### config.mk
export PLATFORM = sky130hd
export DESIGN_NAME = seg7_scan_driver
export DESIGN_NICKNAME = d
export VERILOG_FILES = /design/src/rtl/seg7_pkg.sv /design/src/rtl/seg7_scan_timer.sv /design/src/rtl/seg7_scan_driver.sv
export SDC_FILE = /design/constraint.sdc
export NUM_CORES = 1
export LEC_CHECK = 0
export CORE_ASPECT_RATIO = 1.5
export CORE_MARGIN = 2
export CORE_UTILIZATION = 31
export DETAILED_ROUTE_END_ITERATION = 16
export GPL_ROUTABILITY_DRIVEN = 0
export SETUP_SLACK_MARGIN = 0.4
export SKIP_LAST_GASP = 1
export SYNTH_ARGS = -nofsm -noshare
export SYNTH_HDL_FRONTEND = slang
export SYNTH_SLANG_ARGS = --single-unit
### constraint.sdc
create_clock -name clk -period 4.1 [get_ports clk]
set_input_delay 1.025 -clock clk [delete_from_list [all_inputs] [get_ports clk]]
set_output_delay 1.025 -clock clk [all_outputs]
set_load 0.1 [all_outputs]
### src/rtl/seg7_pkg.sv
// Shared definitions for the seven-segment scan driver: segment bit
// positions, the hex-to-segment ROM and the nibble decode helper.
package seg7_pkg;

    // Bit positions inside the 8-bit segment word (a is the MSB, dp the LSB)
    localparam int SEG_A  = 7;
    localparam int SEG_B  = 6;
    localparam int SEG_C  = 5;
    localparam int SEG_D  = 4;
    localparam int SEG_E  = 3;
    localparam int SEG_F  = 2;
    localparam int SEG_G  = 1;
    localparam int SEG_DP = 0;

    // Active-high a..g patterns for hex digits 0..F
    localparam logic [6:0] SEG_ROM [16] = '{
        7'b1111110, 7'b0110000, 7'b1101101, 7'b1111001,
        7'b0110011, 7'b1011011, 7'b1011111, 7'b1110000,
        7'b1111111, 7'b1111011, 7'b1110111, 7'b0011111,
        7'b1001110, 7'b0111101, 7'b1001111, 7'b1000111
    };

    // Hex nibble to active-high a..g pattern
    function automatic logic [6:0] seg7_decode(input logic [3:0] nibble);
        return SEG_ROM[nibble];
    endfunction

endpackage

### src/rtl/seg7_scan_timer.sv
// Scan timing for the seven-segment driver: per-slot prescaler, gap/on
// phase, current digit index and the end-of-frame pulse.
module seg7_scan_timer #(
    parameter int NUM_DIGITS = 4,
    parameter int SCAN_DIV   = 4096,
    parameter int GAP_CYCLES = 16,
    parameter int IDX_W      = 2
) (
    input  logic             clk,
    input  logic             rst,
    output logic [IDX_W-1:0] idx,
    output logic             phase_on,
    output logic             frame_done
);

    localparam int CNT_W = $clog2(SCAN_DIV);
    localparam logic [CNT_W-1:0] CNT_MAX  = CNT_W'(SCAN_DIV - 1);
    localparam logic [CNT_W-1:0] CNT_PRE  = CNT_W'(SCAN_DIV - 2);
    localparam logic [CNT_W-1:0] CNT_GAP  = CNT_W'(GAP_CYCLES);
    localparam logic [IDX_W-1:0] IDX_LAST = IDX_W'(NUM_DIGITS - 1);

    logic [CNT_W-1:0] cnt_r;
    logic [IDX_W-1:0] idx_r;
    logic             frame_done_r;

    // Prescaler wrap advances the digit index; frame_done is set one cycle
    // early so that it is high exactly during the last cycle of the last slot
    always_ff @(posedge clk or posedge rst) begin
        if (rst) begin
            cnt_r        <= '0;
            idx_r        <= '0;
            frame_done_r <= 1'b0;
        end else begin
            frame_done_r <= (cnt_r == CNT_PRE) && (idx_r == IDX_LAST);
            if (cnt_r == CNT_MAX) begin
                cnt_r <= '0;
                if (idx_r == IDX_LAST) begin
                    idx_r <= '0;
                end else begin
                    idx_r <= idx_r + IDX_W'(1);
                end
            end else begin
                cnt_r <= cnt_r + CNT_W'(1);
            end
        end
    end

    assign idx        = idx_r;
    assign phase_on   = (cnt_r >= CNT_GAP);
    assign frame_done = frame_done_r;

endmodule

### src/rtl/seg7_scan_driver.sv
// Time-multiplexed N-digit seven-segment driver. Double-buffers the digit
// data (pending/active), decodes the scanned digit and registers seg/way.
// Optional build macro LEADING_ZERO_BLANK_EN: auto-blank leading zeros of
// the active buffer (stops at the first nonzero digit or a digit with dp).
module seg7_scan_driver
    import seg7_pkg::*;
#(
    parameter int NUM_DIGITS     = 4,
    parameter int SCAN_DIV       = 4096,
    parameter int GAP_CYCLES     = 16,
    parameter int SEG_ACTIVE_LOW = 1,
    parameter int WAY_ACTIVE_LOW = 0
) (
    input  logic                    clk,
    input  logic                    rst,
    input  logic [4*NUM_DIGITS-1:0] digit_val,
    input  logic [NUM_DIGITS-1:0]   dp_in,
    input  logic [NUM_DIGITS-1:0]   blank_in,
    input  logic                    load,
    output logic [7:0]              seg,
    output logic [NUM_DIGITS-1:0]   way,
    output logic                    frame_done
);

    localparam int IDX_W = (NUM_DIGITS > 1) ? $clog2(NUM_DIGITS) : 1;
    localparam logic [7:0]            SEG_INV = (SEG_ACTIVE_LOW != 0) ? 8'hFF : 8'h00;
    localparam logic [NUM_DIGITS-1:0] WAY_INV = (WAY_ACTIVE_LOW != 0) ? '1 : '0;

    logic [IDX_W-1:0]        idx_s;
    logic                    phase_on_s;

    logic [4*NUM_DIGITS-1:0] pend_val_r;
    logic [NUM_DIGITS-1:0]   pend_dp_r;
    logic [NUM_DIGITS-1:0]   pend_blank_r;
    logic                    pend_valid_r;
    logic [4*NUM_DIGITS-1:0] act_val_r;
    logic [NUM_DIGITS-1:0]   act_dp_r;
    logic [NUM_DIGITS-1:0]   act_blank_r;

    logic [NUM_DIGITS-1:0]   lz_blank_s;
    logic [3:0]              nib_s;
    logic                    dark_s;
    logic [7:0]              pat_s;
    logic [NUM_DIGITS-1:0]   way_on_s;
    logic [7:0]              seg_r;
    logic [NUM_DIGITS-1:0]   way_r;

    seg7_scan_timer #(
        .NUM_DIGITS (NUM_DIGITS),
        .SCAN_DIV   (SCAN_DIV),
        .GAP_CYCLES (GAP_CYCLES),
        .IDX_W      (IDX_W)
    ) u_timer (
        .clk        (clk),
        .rst        (rst),
        .idx        (idx_s),
        .phase_on   (phase_on_s),
        .frame_done (frame_done)
    );

    // Pending/active double buffer; a load on the copy cycle keeps pending valid
    always_ff @(posedge clk or posedge rst) begin
        if (rst) begin
            pend_val_r   <= '0;
            pend_dp_r    <= '0;
            pend_blank_r <= '1;
            pend_valid_r <= 1'b0;
            act_val_r    <= '0;
            act_dp_r     <= '0;
            act_blank_r  <= '1;
        end else begin
            if (frame_done && pend_valid_r) begin
                act_val_r   <= pend_val_r;
                act_dp_r    <= pend_dp_r;
                act_blank_r <= pend_blank_r;
            end
            if (load) begin
                pend_val_r   <= digit_val;
                pend_dp_r    <= dp_in;
                pend_blank_r <= blank_in;
                pend_valid_r <= 1'b1;
            end else if (frame_done) begin
                pend_valid_r <= 1'b0;
            end
        end
    end

`ifdef LEADING_ZERO_BLANK_EN
    // Blank zeros from the top digit down until a nonzero digit or a lit dp
    always_comb begin
        logic run_v;
        lz_blank_s = '0;
        run_v      = 1'b1;
        for (int i = NUM_DIGITS - 1; i >= 1; i--) begin
            if (run_v && (act_val_r[4*i +: 4] == 4'h0) && !act_dp_r[i]) begin
                lz_blank_s[i] = 1'b1;
            end else begin
                run_v = 1'b0;
            end
        end
    end
`else
    assign lz_blank_s = '0;
`endif

    assign nib_s  = act_val_r[4*int'(idx_s) +: 4];
    assign dark_s = act_blank_r[idx_s] | lz_blank_s[idx_s];

    // Active-high segment pattern and digit enable for the current slot
    always_comb begin
        pat_s    = 8'h00;
        way_on_s = '0;
        if (phase_on_s) begin
            way_on_s[idx_s] = 1'b1;
            if (!dark_s) begin
                pat_s[SEG_A:SEG_G] = seg7_decode(nib_s);
                pat_s[SEG_DP]      = act_dp_r[idx_s];
            end else begin
                pat_s = 8'h00;
            end
        end else begin
            way_on_s = '0;
        end
    end

    // Output registers with polarity applied last; reset drives everything off
    always_ff @(posedge clk or posedge rst) begin
        if (rst) begin
            seg_r <= SEG_INV;
            way_r <= WAY_INV;
        end else begin
            seg_r <= pat_s ^ SEG_INV;
            way_r <= way_on_s ^ WAY_INV;
        end
    end

    assign seg = seg_r;
    assign way = way_r;

endmodule

==> metrics.txt, run 1 <==
status finished, final reports clean; Core Region 10,600 µm²; vias after detailed routing 2,005; worst reg2reg setup slack about 1.7 ns; critical path startpoint category flip-flop; area of the multi-input gates 1400 µm²; detailed-route wire length per cell 13.7 µm; PostCTS Resize Cnt 0; most common cell after layout, fill and taps aside dfrtp_1; cell-by-cell listing of the critical path clkdlybuf4s50_1; first-pass detailed-route iteration total 4; Residual DRC 0; clock buffer count from CTS 9; Syn-to-layout area delta 24.7%; hold wc startpoint pend_valid_r$_DFFE_PP0P_; number of flip-flops and latches in the synthesized netlist 76; combined area of all synthesized cells about 3400 µm²; width of the die roughly 90 µm; Mapped Nets slightly below 300; Critical Path End Type output pin; placed insts 427; Clock Pin Slew Worst Setup and Hold Paths 0.06 ns; quantity of I/O buffers inserted on ports 39; number of failing hold endpoints at the final stage 0; H-tree levels 3; headroom to the max-slew limit 22.4%; global-route usage over all layers between 10% and 20%; actual transition at the worst max-transition pin approximately 1.2 ns; capture endpoint of the worst hold path pend_valid_r$_DFFE_PP0P_; path type of the worst setup path reg2out; first-pass GRT wire length just over 10 mm; Data arrival, critical path 1.97 ns; maximum number of pins on one net before global-route repair 37; Fmax 0.334 GHz; clock latency reported for the late side of the worst-skew pair approximately 0.34 ns; via count of the first global-routing pass roughly 2,100; critical-path cell with the highest stage delay clkdlybuf4s50_1; count of routing violations after the opening detailed-route iteration 56; setup TNS 0 ns; buffering stage count on the worst path with inverters included 1; Detail Route Antenna Nets 0; final period demand of the worst path 2.99 ns; post-detailed-route via-to-cell ratio 4.53; Worst path max stage delay 1.12 ns; Crit path required time 3.07 ns; number of setup buffers added after CTS 0; mean area per synthesized cell around 14 µm²; setup repair after global routing missed its margin false; number of clock sinks 76; FF-to-FF Start u_timer.idx[0]$_DFFE_PP0N_; final routed wirelength across all metal layers about 6 mm; CTS Root Cell clkbuf_16; fraction of the cycle the final worst path needs 73.0%; total power per unit cell area 388 nW/µm²; ratio of cells with drive above 1 in the final layout between 30 and 40%; placement row count 46; n_diodes 0; Yosys cell types 36; nets 334; hold path cells 1; detailed placement HPWL 4.47 mm; overall die area between 10,000 and 15,000 µm²; endpoint of the most critical register-to-register path seg[7]$_DFF_PP1_; clock tree from TritonCTS done; highest-count cells in the layout ignoring fill and taps dfrtp_1 (60), mux2_2 (51), clkdlybuf4s50_1 (39), dfstp_2 (16), nand2_1 (15); initial cell density of the core 32.0%; antenna violations before repair 0; number of violations of the max-capacitance limit 0; Final Slew Violations 0; final worst clock skew 0.00691 ns; number of setup violations in the final report 0; Gate Count Post-Synth 250; Seq/Total Area, Yosys 56.4%; Static Leak 1.86 nW; number of buffers on the longest clock path 2; family with the most delay on the worst path buffers and inverters; # hold bufs at CTS 0; floorplan die height 132 µm; I/O Pins 40; critical-path maximum fanout 1; IR Drop Worst-Case VDD 0.152 mV; Register-to-Register Path Depth 7; synthesis warning total 0; layout filler cell count 1,012; total area of sequential cells 1920 µm²; total grt overflow 0; final instance count without filler cells 443; Hold/Removal Path Class reg2reg
synth_stat cells (all sizes together):
cell type	n	area [µm²]
nand4	2	12.5
mux2	51	574
nand2	15	56.3
a21oi	3	18.8
mux4	6	146
xnor2	4	35.0
nand3	8	40.0
a311oi	2	17.5
o221ai	2	17.5
o311ai	1	8.76
inv	10	37.5
nor2	11	43.8
and2	4	25.0
nor2b	1	6.26
a21o	2	15.0
nor4	2	12.5
a211oi	1	12.5
and3	2	12.5
dfstp	16	420
o211ai	1	7.51
o22ai	1	6.26
mux2i	3	30.0
ha	13	163
xor2	8	70.1
clkbuf	2	7.51
dfrtp	60	1500
nor3	3	15.0
buf	6	38.8
nand2b	1	6.26
o21ai	8	40.0
nand3b	1	7.51
layout make-up:
cell class                 instances  area share (%)
multi-input combinational        156            33.0
clock buffer                      10            5.39
timing repair buffer              41            9.55
tap                              144            4.24
sequential                        76            45.3
clock inverter                     6            1.68
inverter                          10           0.884
power by group:
part	internal, mW	switching (mW)
Combinational	0.0444	0.0282
Clock	0.476	0.309
Sequential	0.777	0.0118
Total	1.30	0.349
flip-flops by register name, indices dropped and copies added, names as in the netlist:
| register | count |
|---|---|
| u_timer.idx | 2 |
| way | 4 |
| u_timer.cnt_r | 12 |
| pend_val_r | 16 |
| seg | 8 |
| pend_valid_r | 1 |
| act_val_r | 16 |
| pend_dp_r | 4 |
| act_dp_r | 4 |
| pend_blank_r | 4 |
| u_timer.frame_done | 1 |
| act_blank_r | 4 |
metrics by stage:
step	utilization [%]	power [mW]	cell area (µm²)	worst slack, ns	hold slack [ns]
2_1_floorplan	-	0.838	3410	1.16	0.450
3_3_place_gp	37.1	0.876	3950	1.26	0.459
3_5_place_dp	37.1	0.879	3950	1.21	0.467
4_1_cts	39.9	1.67	4250	1.08	0.479
5_1_grt	39.9	1.71	4250	1.05	0.507
6_report	39.9	1.65	4250	1.11	0.482
metal layers:
| layer | vias up | routed length (µm) | GRT usage (%) |
|---|---|---|---|
| met5 | - | 0 | 0 |
| met4 | 0 | 137 | 5.22 |
| met3 | 11 | 191 | 3.26 |
| met2 | 31 | 3270 | 19.5 |
| met1 | 991 | 2470 | 13.2 |
| li1 | 972 | - | - |
worst max path at each step:
stage                           startpoint                   endpoint  slack, ns  cells after the start
after floorplan                        rst    act_dp_r[0]$_DFFE_PP0P_       1.16                      1
after global placement                load  pend_val_r[7]$_DFFE_PP0P_       1.26                      2
after detailed placement              load  pend_val_r[7]$_DFFE_PP0P_       1.21                      2
after CTS                 seg[7]$_DFF_PP1_                     seg[7]       1.08                      1
after global routing      seg[7]$_DFF_PP1_                     seg[7]       1.05                      1
final                     seg[7]$_DFF_PP1_                     seg[7]       1.11                      1
cells by family after synthesis:
group | after synthesis | share of synthesized area [%]
flip-flops | 76 | 56.4
multiplexers | 60 | 22.0
AND/OR/NAND/NOR | 50 | 6.98
AO/OA/AOI/OAI | 21 | 4.23
buffers and inverters | 18 | 2.46
adder cells (fa/ha/maj) | 13 | 4.78
XOR/XNOR | 12 | 3.09
Note: power is estimated with default switching activity, not from simulation.
==> run 2: changes to the inputs <==
==> constraint.sdc (replaced) <==
create_clock -name clk -period 2.8 [get_ports clk]
set_input_delay 0.7 -clock clk [delete_from_list [all_inputs] [get_ports clk]]
set_output_delay 0.7 -clock clk [all_outputs]
set_load 0.1 [all_outputs]
==> run 2 against run 1 <==
Flip-flop and latch count did not move. Critical path depth rose by 6. Register-to-register slack got worse by 1.1 ns. Design area rose by 1.0%. Sequential power rose by 47%. Global-route usage fell by 0.55 points.
==> metrics.txt, run 2 (synthesis results as in run 1) <==
total power per unit cell area 606 nW/µm² (was 388 nW/µm²); area of all placed cells without fillers 4290 µm² (was 4250 µm²); actual transition at the worst max-transition pin 0.636 ns (was 1.16 ns); I/O Pins 40 (unchanged); ratio of cells with drive above 1 in the final layout 35.3% (was 30.4%); total grt overflow 0 (unchanged); count of routing violations after the opening detailed-route iteration 72 (was 56); Critical Path End Type flip-flop (was output pin); antenna violations before repair 0 (unchanged); Fmax 0.467 GHz; placed insts 428 (was 427); number of clock sinks 76 (unchanged); Syn-to-layout area delta 25.9% (was 24.7%); global route hottest layer met2 (unchanged); Switching Share 18.4% (was 21.2%); Core Region 10,600 µm² (unchanged); n_diodes 0 (unchanged); vias after detailed routing 2,056 (was 2,005); detailed placement HPWL 4.22 mm (was 4.47 mm); final instance count without filler cells 444 (was 443); overall die area 11,900 µm² (unchanged); clock latency reported for the late side of the worst-skew pair 0.33 ns (was 0.34 ns); highest-count cells in the layout ignoring fill and taps dfrtp_1 (59), mux2_2 (51), clkdlybuf4s50_1 (26), dfstp_2 (16) (was dfrtp_1 (60), mux2_2 (51), clkdlybuf4s50_1 (39), dfstp_2 (16), nand2_1 (15)); maximum number of pins on one net before global-route repair 77 (was 37); CTS Root Cell clkbuf_16 (unchanged); power after layout 2.60 mW (was 1.65 mW); floorplan die height 132 µm (unchanged); placement row count 46 (unchanged); final core utilization 40.3% (was 39.9%); most common cell after layout, fill and taps aside dfrtp_1 (unchanged); fraction of the cycle the final worst path needs 76.4%; Hold/Removal Path Class reg2reg (unchanged); sequential fraction of design power 44.5% (was 47.9%); number of setup violations in the final report 0 (unchanged); Final Slew Violations 0 (unchanged); instance area at placement 3940 µm² (was 3950 µm²); clock buffer count from CTS 9 (unchanged); Crit path required time 3.07 ns (about the same); number of setup buffers added after CTS 0 (unchanged); nets 335 (was 334); leading registers by flop count act_val_r: 16 flops, pend_val_r: 16 flops, u_timer.cnt_r: 12 flops (unchanged); M3 GR Usage 2.76% (was 3.26%); Residual DRC 0 (unchanged); H-tree levels 3 (unchanged); critical path startpoint category flip-flop (unchanged); met2 layer usage reported by global route 17.8% (was 19.5%); initial cell density of the core 32.0% (unchanged); critical-path maximum fanout 10 (was 1); layout filler cell count 997 (was 1,012); headroom to the max-slew limit 57.5% (was 22.4%); number of failing hold endpoints at the final stage 0 (unchanged); via count of the first global-routing pass 2,110 (was 2,119); Static Leak 1.91 nW (was 1.86 nW); global-route usage over all layers 11.0% (was 11.6%); # hold bufs at CTS 0 (unchanged); detailed-route wire length per cell 13.4 µm (was 13.7 µm); setup repair after global routing missed its margin false (unchanged); quantity of I/O buffers inserted on ports 39 (unchanged); IR Drop Worst-Case VDD 0.226 mV (was 0.152 mV); number of violations of the max-capacitance limit 0 (unchanged); share of total power in the clock network 51.4% (was 47.7%); Data arrival, critical path 2.41 ns (was 1.97 ns); Clock Pin Slew Worst Setup and Hold Paths 0.05 ns (was 0.06 ns); setup TNS 0 ns (unchanged); first-pass detailed-route iteration total 4 (unchanged); status finished, final reports clean (unchanged); path type of the worst setup path reg2reg (was reg2out); Detail Route Antenna Nets 0 (unchanged); width of the die 89.6 µm (unchanged); PostCTS Resize Cnt 0 (unchanged); net switching power 0.477 mW (was 0.349 mW); Comb pwr share 4.1% (was 4.4%); final period demand of the worst path around 2.1 ns; number of buffers on the longest clock path 2 (unchanged); grt met1 use 13.2% (about the same); total internal power 2.12 mW (was 1.30 mW); final worst clock skew 0.00585 ns (was 0.00691 ns); first-pass GRT wire length 10.1 mm (was 10.4 mm); clock tree from TritonCTS done (unchanged); final routed wirelength across all metal layers 5.95 mm (was 6.07 mm); post-detailed-route via-to-cell ratio 4.63 (was 4.53)
-- run 2: final cells by class --
| cell class | instances | area (µm²) | share of cell area (%) |
|---|---|---|---|
| multi-input combinational | 156 | 1400 | 32.6 |
| inverter | 10 | 41.3 | 0.963 |
| clock buffer | 12 | 256 | 5.98 |
| clock inverter | 4 | 95.1 | 2.22 |
| tap | 144 | 180 | 4.20 |
| sequential | 76 | 1920 | 44.8 |
| timing repair buffer | 42 | 393 | 9.16 |
-- run 2: path summary, 6_finish.rpt --
path,start,to,slack (ns),cells past startpoint
min in group asynchronous,rst,way[1]$_DFF_PP0_,0.81,3
worst max-delay path,u_timer.idx[0]$_DFFE_PP0N_,seg[7]$_DFF_PP1_,0.66,7
worst min register to register,pend_valid_r$_DFFE_PP0P_,pend_valid_r$_DFFE_PP0P_,0.48,1
worst min-delay path,pend_valid_r$_DFFE_PP0P_,pend_valid_r$_DFFE_PP0P_,0.48,1
max in group asynchronous,rst,pend_blank_r[0]$_DFFE_PP1P_,1.62,3
worst max register to register,u_timer.idx[0]$_DFFE_PP0N_,seg[7]$_DFF_PP1_,0.66,7
-- run 2: per-layer routing --
| layer | share of wire, % | wire, µm | vias to the layer above |
|---|---|---|---|
| li1 | - | - | 974 |
| met1 | 41 | 2470 | 1028 |
| met2 | 52 | 3100 | 40 |
| met3 | 4.0 | 237 | 14 |
| met4 | 2.5 | 148 | 0 |
| met5 | 0 | 0 | - |
-- run 2: power groups by stage --
stage                     combinational [mW]  sequential [mW]  clock, mW
final                                  0.106             1.16       1.34
after global routing                   0.118             1.16       1.42
after CTS                              0.110             1.16       1.37
after detailed placement               0.110             1.18          0
after global placement                 0.108             1.18          0
after floorplan                       0.0586             1.17          0
-- run 2: worst max-delay path, cell delays in order, from the launching register on --
cell	delay, ns
dfrtp_2	0.51
mux4_1	0.70
inv_1	0.15
ha_1	0.21
nor3_1	0.07
a311oi_1	0.25
o22ai_1	0.13
nand2_1	0.07
-- run 2: through the flow --
stage          hold slack [ns]  worst slack, ns
6_report                 0.477            0.660
5_1_grt                  0.481            0.515
4_1_cts                  0.478            0.492
3_5_place_dp             0.466            0.499
3_3_place_gp             0.458            0.582
2_1_floorplan            0.450            0.837
